[src/rtl/div_unit.sv]
// Multi-cycle radix-2 restoring divider (DIV/DIVU) returning quotient to LO, remainder to HI.
// Latency: WIDTH+1 cycles from accepted start to done; 1 cycle when DIV_EARLY_OUT_EN takes the early exit.
// Backpressure: stall holds the pipeline while a request is accepted or iterating; cancel aborts without writing.
module div_unit #(
   parameter int WIDTH = 32
) (
   input  logic             clk,
   input  logic             rst,
   input  logic             start,
   input  logic             is_signed,
   input  logic             cancel,
   input  logic [WIDTH-1:0] opa,
   input  logic [WIDTH-1:0] opb,
   output logic             stall,
   output logic             done,
   output logic [WIDTH-1:0] result_lo,
   output logic [WIDTH-1:0] result_hi,
   output logic             div_zero
);

   localparam int CW = $clog2(WIDTH + 1);

   typedef enum logic [1:0] {
      S_IDLE,
      S_DIV,
      S_DONE
   } state_t;

   state_t           state_q, state_d;
   logic [CW-1:0]    cnt_q, cnt_d;
   logic [WIDTH-1:0] rem_q, rem_d;
   logic [WIDTH-1:0] quo_q, quo_d;
   logic [WIDTH-1:0] dvs_q, dvs_d;
   logic             qneg_q, qneg_d;
   logic             rneg_q, rneg_d;
   logic             done_q, done_d;
   logic [WIDTH-1:0] lo_q, lo_d;
   logic [WIDTH-1:0] hi_q, hi_d;
   logic             dz_q, dz_d;

   logic             a_neg, b_neg;
   logic [WIDTH-1:0] a_mag, b_mag;
   logic             early_out;
   logic [WIDTH:0]   rem_sh;
   logic             trial_ok;
   logic [WIDTH-1:0] rem_next, quo_next;
   logic [WIDTH-1:0] rem_fix, quo_fix;
   logic             last_iter;

   // Operand magnitudes and the per-iteration trial subtraction.
   always_comb begin
      a_neg     = is_signed & opa[WIDTH-1];
      b_neg     = is_signed & opb[WIDTH-1];
      a_mag     = a_neg ? ('0 - opa) : opa;
      b_mag     = b_neg ? ('0 - opb) : opb;
      // The remainder needs one extra bit after the shift since the divisor can use all WIDTH bits.
      rem_sh    = {rem_q, quo_q[WIDTH-1]};
      trial_ok  = rem_sh >= {1'b0, dvs_q};
      rem_next  = trial_ok ? WIDTH'(rem_sh - {1'b0, dvs_q}) : rem_sh[WIDTH-1:0];
      quo_next  = {quo_q[WIDTH-2:0], trial_ok};
      quo_fix   = qneg_q ? ('0 - quo_next) : quo_next;
      rem_fix   = rneg_q ? ('0 - rem_next) : rem_next;
      last_iter = (cnt_q == CW'(WIDTH - 1));
   end

`ifdef DIV_EARLY_OUT_EN
   // Divide by zero, or a dividend smaller than the divisor, needs no iterations.
   assign early_out = (opb == '0) || (a_mag < b_mag);
`else
   assign early_out = 1'b0;
`endif

   // Next-state, datapath updates and stall.
   always_comb begin
      state_d = state_q;
      cnt_d   = cnt_q;
      rem_d   = rem_q;
      quo_d   = quo_q;
      dvs_d   = dvs_q;
      qneg_d  = qneg_q;
      rneg_d  = rneg_q;
      done_d  = 1'b0;
      lo_d    = lo_q;
      hi_d    = hi_q;
      dz_d    = dz_q;
      stall   = 1'b0;
      case (state_q)
         S_IDLE: begin
            if (start && !cancel) begin
               stall  = 1'b1;
               rem_d  = '0;
               quo_d  = a_mag;
               dvs_d  = b_mag;
               qneg_d = a_neg ^ b_neg;
               rneg_d = a_neg;
               cnt_d  = '0;
               if (early_out) begin
                  state_d = S_DONE;
                  done_d  = 1'b1;
                  lo_d    = (opb == '0) ? '1 : '0;
                  hi_d    = opa;
                  dz_d    = (opb == '0);
               end else begin
                  state_d = S_DIV;
               end
            end
         end
         S_DIV: begin
            stall = 1'b1;
            if (cancel) begin
               state_d = S_IDLE;
            end else begin
               rem_d = rem_next;
               quo_d = quo_next;
               cnt_d = cnt_q + 1'b1;
               if (last_iter) begin
                  state_d = S_DONE;
                  done_d  = 1'b1;
                  // With a zero divisor the remainder path already rebuilds opa; only LO needs forcing.
                  lo_d    = (dvs_q == '0) ? '1 : quo_fix;
                  hi_d    = rem_fix;
                  dz_d    = (dvs_q == '0);
               end
            end
         end
         S_DONE: begin
            state_d = S_IDLE;
         end
         default: begin
            state_d = S_IDLE;
         end
      endcase
   end

   // State register.
   always_ff @(posedge clk or posedge rst) begin
      if (rst) begin
         state_q <= S_IDLE;
      end else begin
         state_q <= state_d;
      end
   end

   // Datapath and result registers.
   always_ff @(posedge clk or posedge rst) begin
      if (rst) begin
         cnt_q  <= '0;
         rem_q  <= '0;
         quo_q  <= '0;
         dvs_q  <= '0;
         qneg_q <= 1'b0;
         rneg_q <= 1'b0;
         done_q <= 1'b0;
         lo_q   <= '0;
         hi_q   <= '0;
         dz_q   <= 1'b0;
      end else begin
         cnt_q  <= cnt_d;
         rem_q  <= rem_d;
         quo_q  <= quo_d;
         dvs_q  <= dvs_d;
         qneg_q <= qneg_d;
         rneg_q <= rneg_d;
         done_q <= done_d;
         lo_q   <= lo_d;
         hi_q   <= hi_d;
         dz_q   <= dz_d;
      end
   end

   assign done      = done_q;
   assign result_lo = lo_q;
   assign result_hi = hi_q;
   assign div_zero  = dz_q;

endmodule

[config.mk]
export PLATFORM = sky130hd
export DESIGN_NAME = div_unit
export DESIGN_NICKNAME = d
export VERILOG_FILES = /design/src/rtl/div_unit.sv
export SDC_FILE = /design/constraint.sdc
export NUM_CORES = 1
export LEC_CHECK = 0
export CORE_UTILIZATION = 58
export CTS_CLUSTER_DIAMETER = 60
export DETAILED_ROUTE_END_ITERATION = 8
export PLACE_DENSITY = 0.82
export SYNTH_ARGS = -nofsm -noshare
export SYNTH_HDL_FRONTEND = slang
export SYNTH_SLANG_ARGS = --single-unit
[constraint.sdc]
create_clock -name clk -period 6.1 [get_ports clk]
set_input_delay 0.61 -clock clk [delete_from_list [all_inputs] [get_ports clk]]
set_output_delay 0.61 -clock clk [all_outputs]
set_load 0.1 [all_outputs]
# After elaboration in Yosys (flattened, before gate mapping)

Index checks and enable logic that the tools add are counted.

Flip-flop bits (word level): 172
Output and inout port bits: 67

Add/sub/neg operators: 6
$lt $le $gt $ge: 1
Equal/unequal tests: 5
Muxes and demuxes: 24
Bitwise gates (word level): 4
Reductions and logical operators: 9

Operators with widths:

| kind                                                                 | number |
|---|---|
| 32-bit 2-to-1 mux                                                    | 10 |
| 32-bit case mux with 2 select lines                                  | 2 |
| 1-bit by 32-bit subtractor with 32-bit output (first input constant) | 4 |
| 33-bit by 32-bit >= comparator with 1-bit output                     | 1 |
| 32-bit zero test                                                     | 1 |
| 32-bit subtractor                                                    | 1 |
| 6-bit 2-to-1 mux                                                     | 2 |
| 6-bit case mux with 2 select lines                                   | 1 |
| 6-bit by 1-bit adder with 6-bit output (second input constant)       | 1 |
| 6-bit by 5-bit == test with 1-bit output (second input constant)     | 1 |
| 2-bit 2-to-1 mux                                                     | 3 |
| 3-bit AND reduction                                                  | 2 |
| 1-bit 2-to-1 mux                                                     | 4 |
| 2-bit inequality test (second input constant)                        | 2 |
| 2-bit case mux with 2 select lines                                   | 1 |
| 2-bit AND reduction                                                  | 2 |
| 3-bit inequality test (second input constant)                        | 1 |
| 1-bit AND                                                            | 2 |
| 2-bit by 1-bit == test with 1-bit output (second input constant)     | 1 |
| 2-bit zero test                                                      | 1 |
| 1-bit case mux with 2 select lines                                   | 1 |
| 2-bit nonzero test                                                   | 1 |
| 1-bit logical AND                                                    | 1 |
| 1-bit zero test                                                      | 1 |
| other kinds (2)                                                      | 2 |

# Longest topological paths before layout

Word-level depth: 4
Mapped depth: 23
Mapped depth without buffers: 18

# Least setup slack after synthesis

No wires, ideal clock.

Path type: register to register
From: register rem_q[14]
To: register hi_q[24] (netlist: result_hi[24])
Library setup time: 0.126 ns
Data arrival time: 4.290 ns
Required time: 5.974 ns
Path slack: 1.684 ns
Stages on the path, launching flop included: 23
Cells stage by stage: dfrtp_1 ha_1 buf_2 nand4_1 or2_0 a211o_1 a31o_1 buf_2 nand2_4 buf_2 buf_2 buf_2 nand2_1 o21ai_0 ha_1 nand3_1 nor4_1 nand3_1 o31ai_1 nand4_1 nor3_2 mux2i_1 nand2_1

Word-level cells in the longest chain between the ends: 4
Elaborated cells between the ends (all ways): 5
Classes of those cells: add/sub (2); order compare (1); mux (2)

RTL lines:

| item                                                                                         | line   | RTL |
|---|---|---|
| from (decl)                                                                                  | 31     | `logic [WIDTH-1:0] rem_q, rem_d;` |
| from (signal assigned)                                                                       | 159    | `rem_q <= rem_d;` |
| 32-bit subtractor / 33-bit by 32-bit >= comparator with 1-bit output (equally long branches) | 59, 58 |  |
| 32-bit 2-to-1 mux (*)                                                                        | 59     | `rem_next = trial_ok ? WIDTH'(rem_sh - {1'b0, dvs_q}) : rem_sh[WIDTH-1:0];` |
| 1-bit by 32-bit subtractor with 32-bit output                                                | 62     | `rem_fix = rneg_q ? ('0 - rem_next) : rem_next;` |
| 32-bit 2-to-1 mux (*)                                                                        | 62     |  |
| to (signal assigned)                                                                         | 166    | `hi_q <= hi_d;` |
| to (decl)                                                                                    | 38     | `logic [WIDTH-1:0] hi_q, hi_d;` |

Mark *: on every way between the ends. The rest lies on a longest branch, timed or not.
A chain may end at the register's enable or synchronous reset.

# Worst setup path after layout

From: register rem_q[23]
To: register hi_q[24] (netlist: result_hi[24])

Same word-level chain as after synthesis.

==> summary.log <==
INFO  setup_path     cp-end-kind=flop
INFO  floorplan      die_h=148um
INFO  logic_synthesis synth_edf_count=0
INFO  routing        drt_iter0_drc=1019
INFO  logic_synthesis post-synth-top-area-cell=sky130_fd_sc_hd__dfrtp_1
INFO  logic_synthesis yosysSeqAreaShare=34.8%
INFO  global_routing grt.busiest_layer=met2
INFO  setup_path     critPathMaxFanout=15
INFO  cells_and_area antennaDiodeCount=0
INFO  logic_synthesis syn_area=12400um2
INFO  sta            period_needed=4.74ns
INFO  logic_synthesis syn-instance-count=1518
INFO  logic_synthesis syn_nets=1625
INFO  logic_synthesis synth.yosys.warnings=0
INFO  sta            fmaxAchievable=211MHz
INFO  setup_path     cp_data_required_time=6.42ns
INFO  sta            finalHoldViolations=0
INFO  place          placement.setup.worst_slack=1.51ns
INFO  logic_synthesis top_ff_cell_synth=sky130_fd_sc_hd__dfrtp_1
INFO  global_routing grt_usage=34.3%
INFO  hold_path      min-delay-start=result_hi[6]
INFO  sta            postLayoutSetupSlackWorst=1.36ns
INFO  logic_synthesis yosys-top-cells-area=sky130_fd_sc_hd__dfrtp_1 35%, sky130_fd_sc_hd__o21ai_0 6.6%, sky130_fd_sc_hd__nand2_1 5.8%
INFO  floorplan      die_width=148um
INFO  place          place.gp.congestion=0.991
INFO  cells_and_area layout-area-overhead-vs-synth=16.9%
INFO  floorplan      core=21000um2
INFO  routing        drt-total-wl=37100um
INFO  power_and_ir_drop ir_worst_vdd=0.283mV
INFO  clocking       holdBufCountCts=0
INFO  logic_synthesis ys_async_sr_fraction=100%
INFO  sta            max_slew.worst_pin.slew=1.16ns
INFO  clocking       clkSlewWorstSetupHoldPaths=0.08ns
INFO  global_routing grt_util_met2=53.3%
INFO  sta            timing.final.setup_violations=0
INFO  run_status     status=finished with violations
INFO  global_routing grt_first_pass_wirelength=58900um
INFO  routing        remaining_drc_errors=1
INFO  setup_path     cp_cell_sequence=ha_1 > a21oi_1 > o21ai_0 > a21o_1 > a211oi_4 > nand2_4 > o21ai_0 > ha_1 > nand4b_1 > o31ai_1 > nand4_1 > nor3_2 > mux2i_1 > nand2_1
INFO  logic_synthesis yosys.area.top_type_share=34.8%
INFO  clocking       ctsRootBufferMaster=sky130_fd_sc_hd__clkbuf_16
INFO  clocking       clock_path_buffers=2
INFO  setup_path     signal_arrival_time_at_the_worst_endpoint=5.06ns
INFO  sta            worst_clock_skew=0.0110ns
INFO  sta            timing.final.max_slew_violations=0
INFO  cells_and_area filler_cell_count=1739
INFO  clocking       postCtsResizedCells=0
INFO  clocking       post-cts-setup-buffers=0
INFO  setup_path     cp-start-kind=flop
INFO  routing        antenna_left=0
INFO  power_and_ir_drop p_per_area=502nW/um2
INFO  routing        wire_per_inst=19.7um
INFO  cells_and_area nets=1709
INFO  floorplan      initial_utilization=59.0%
INFO  hold_path      hold_path.class=flop to flop
INFO  run            max_cap_violations=0
INFO  clocking       htree_levels=4
INFO  routing        drt_pass1_iterations=7
INFO  floorplan      io_pins=136
INFO  place          io_buffer_count=135
INFO  cells_and_area register_area=4300um2
INFO  clocking       clock_tree_from_tritoncts=done
INFO  global_routing vias_in_the_first_global_route=11.1k
INFO  global_routing grtUsageMet1=48.2%
INFO  hold_path      timing.hold.worst_endpoint=result_hi[6]
INFO  cells_and_area fraction_of_layout_cells_with_a_size_suffix_above_1=5.14%
INFO  clocking       cts_sinks=172
INFO  run_status     violated_checks=design-rule violations
INFO  clocking       cts_made_buffers=17
INFO  setup_path     timing.setup.critical_path_class=flop to flop
INFO  setup_path     worst_path_largest_cell_delay=0.50ns
INFO  setup_path     worstRegToRegCells=14
INFO  setup_path     r2r_start=rem_q[23]
INFO  sta            final.period_utilization=77.7%
INFO  setup_path     crit_family=compound AO/OA/AOI/OAI gates
INFO  global_routing global_route.usage.met3=6.54%
INFO  setup_path     ff2ff_setup_slack=1.36ns
INFO  sta            tns=0ns
INFO  setup_path     path_buf_inv=0
INFO  global_routing grt_antenna_before_repair=0
INFO  clocking       worstSkewPairLatency=0.44ns
INFO  setup_path     critical_register_to_register_path_endpoint=result_hi[24]
INFO  global_routing grt_overflow=0
INFO  hold_path      hold_depth=2
INFO  global_routing grt_max_degree=75
INFO  logic_synthesis synth.avg_cell_area=8.14um2
INFO  power_and_ir_drop power_leakage=6.01nW
INFO  floorplan      num_rows=53
INFO  logic_synthesis synth.ff_latch_count=172
INFO  routing        vias=12.0k
INFO  routing        routed_via_density=6.37
INFO  floorplan      die_area=21900um2
INFO  sta            rsz0062_at_grt=false
INFO  setup_path     slowest_stage=sky130_fd_sc_hd__a211oi_4
INFO  place          detailedPlacementHpwl=28200um
INFO  sta            max-slew-margin-rel=22.4%
INFO  cells_and_area multi_input_area=7520um2
INFO  cells_and_area postLayoutCoreUtil=68.9%
INFO  logic_synthesis yosysUniqueCellTypes=85
==> report_power, final <==
| group | switching [mW] | leakage (nW) | total, mW | internal, mW |
|---|---|---|---|---|
| sequential | 0.301 | 2.29 | 1.64 | 1.34 |
| clock | 0.575 | 0.294 | 1.14 | 0.561 |
| combinational | 2.88 | 3.43 | 4.47 | 1.59 |
| total | 3.76 | 6.01 | 7.25 | 3.49 |
==> per-layer routing <==
| layer | routed length [um] | vias to the layer above |
|---|---|---|
| met4 | 940 | 0 |
| met3 | 2730 | 65 |
| met2 | 17000 | 526 |
| met1 | 16500 | 5756 |
| met5 | 0 | - |
| li1 | - | 5686 |
==> through the flow <==
stage,power (mW),hold slack (ns),cell area [um2],cells
final,7.25,0.483,14400,1890
after global routing,7.68,0.507,14400,1890
after CTS,7.13,0.488,14400,1890
after detailed placement,5.98,0.471,13800,1858
after global placement,5.93,0.464,13800,1858
after floorplan,4.83,0.472,12400,1518
==> logic make-up after synthesis <==
group / share of synthesized area [%]
compound gates: 25.0
simple gates: 20.3
mux: 2.37
flops: 34.8
buf+inv: 4.52
fa+ha+maj: 3.91
xor+xnor: 9.07
==> flip-flops by register name, summed over array words and instances (netlist names) <==
| register | cells |
|---|---|
| dvs_q | 32 |
| quo_q | 32 |
| rem_q | 32 |
| result_hi | 32 |
| result_lo | 32 |
| cnt_q | 6 |
| state_q | 2 |
| div_zero | 1 |
| done | 1 |
| qneg_q | 1 |
| rneg_q | 1 |
==> area by class of cell <==
class	count	share of cell area, %
Tap cell	275	2.38
Timing Repair Buffer	148	10.0
Inverter	56	1.49
Clock inverter	15	1.32
Multi-Input combinational cell	1207	52.0
Clock buffer	17	2.94
Sequential cell	172	29.8
==> how the worst max path moves through the flow <==
stage	cells after the start	endpoint	startpoint	slack, ns
global route	16	result_hi[24]	rem_q[3]	1.06
floorplan	1	cnt_q[0]	rst	0.83
CTS	14	result_hi[24]	rem_q[23]	1.47
finish	14	result_hi[24]	rem_q[23]	1.36
global placement	15	result_hi[24]	dvs_q[4]	1.66
detailed placement	14	result_hi[24]	rem_q[23]	1.51
==> synth_stat cells, types with 4 or more instances <==
cell and number:
sky130_fd_sc_hd__a211oi_1 10, sky130_fd_sc_hd__o21bai_1 4, sky130_fd_sc_hd__o31a_1 6, sky130_fd_sc_hd__and4_1 7
sky130_fd_sc_hd__o22ai_1 5, sky130_fd_sc_hd__nor4_1 30, sky130_fd_sc_hd__o21a_1 10, sky130_fd_sc_hd__o211ai_1 4
sky130_fd_sc_hd__nor3_1 30, sky130_fd_sc_hd__a22o_1 8, sky130_fd_sc_hd__ha_1 37, sky130_fd_sc_hd__o41ai_1 13
sky130_fd_sc_hd__a221oi_1 4, sky130_fd_sc_hd__o221ai_1 4, sky130_fd_sc_hd__o21ai_0 164, sky130_fd_sc_hd__mux2i_1 18
sky130_fd_sc_hd__xnor2_1 54, sky130_fd_sc_hd__a21o_1 13, sky130_fd_sc_hd__buf_1 8, sky130_fd_sc_hd__nand4_1 25
sky130_fd_sc_hd__inv_1 55, sky130_fd_sc_hd__nor2_1 125, sky130_fd_sc_hd__buf_2 22, sky130_fd_sc_hd__a22oi_1 8
sky130_fd_sc_hd__xor2_1 74, sky130_fd_sc_hd__mux2_2 10, sky130_fd_sc_hd__nand3b_1 4, sky130_fd_sc_hd__and2_1 10
sky130_fd_sc_hd__a21oi_1 132, sky130_fd_sc_hd__a31oi_1 12, sky130_fd_sc_hd__and3_1 13, sky130_fd_sc_hd__a2111oi_0 6
sky130_fd_sc_hd__nand2b_1 10, sky130_fd_sc_hd__or4_1 10, sky130_fd_sc_hd__or3_1 14, sky130_fd_sc_hd__clkbuf_1 51
sky130_fd_sc_hd__o2111ai_1 6, sky130_fd_sc_hd__nor2b_1 6, sky130_fd_sc_hd__a211o_1 8, sky130_fd_sc_hd__o31ai_1 26
sky130_fd_sc_hd__dfrtp_1 172, sky130_fd_sc_hd__o21ai_1 9, sky130_fd_sc_hd__nand2_1 192, sky130_fd_sc_hd__nand3_1 32
==> worst min-delay path, cell delays in order, from the launching register on <==
cell and delay, ns:
sky130_fd_sc_hd__dfrtp_1 0.35, sky130_fd_sc_hd__nand2_1 0.04, sky130_fd_sc_hd__o21ai_0 0.06
==> layout by cell type (no fill, tap or decap), types with 9 or more instances in the layout <==
cell type / count
sky130_fd_sc_hd__inv_1: 54
sky130_fd_sc_hd__a31oi_1: 12
sky130_fd_sc_hd__nand3_1: 31
sky130_fd_sc_hd__mux2_2: 10
sky130_fd_sc_hd__clkbuf_16: 17
sky130_fd_sc_hd__ha_1: 37
sky130_fd_sc_hd__or4_1: 10
sky130_fd_sc_hd__or3_1: 14
sky130_fd_sc_hd__nor4_1: 30
sky130_fd_sc_hd__xor2_1: 74
sky130_fd_sc_hd__o21a_1: 10
sky130_fd_sc_hd__buf_4: 13
sky130_fd_sc_hd__o21ai_1: 9
sky130_fd_sc_hd__mux2i_1: 18
sky130_fd_sc_hd__and2_1: 10
sky130_fd_sc_hd__nand2_1: 192
sky130_fd_sc_hd__clkdlybuf4s50_1: 135
sky130_fd_sc_hd__a211oi_1: 10
sky130_fd_sc_hd__nand4_1: 25
sky130_fd_sc_hd__o41ai_1: 13
sky130_fd_sc_hd__nand2b_1: 10
sky130_fd_sc_hd__o31ai_1: 26
sky130_fd_sc_hd__a21oi_1: 132
sky130_fd_sc_hd__o21ai_0: 164
sky130_fd_sc_hd__and3_1: 13
sky130_fd_sc_hd__xnor2_1: 54
sky130_fd_sc_hd__dfrtp_1: 172
sky130_fd_sc_hd__a21o_1: 13
sky130_fd_sc_hd__nor2_1: 122
sky130_fd_sc_hd__nor3_1: 29
Note: power is estimated with default switching activity, not from simulation.
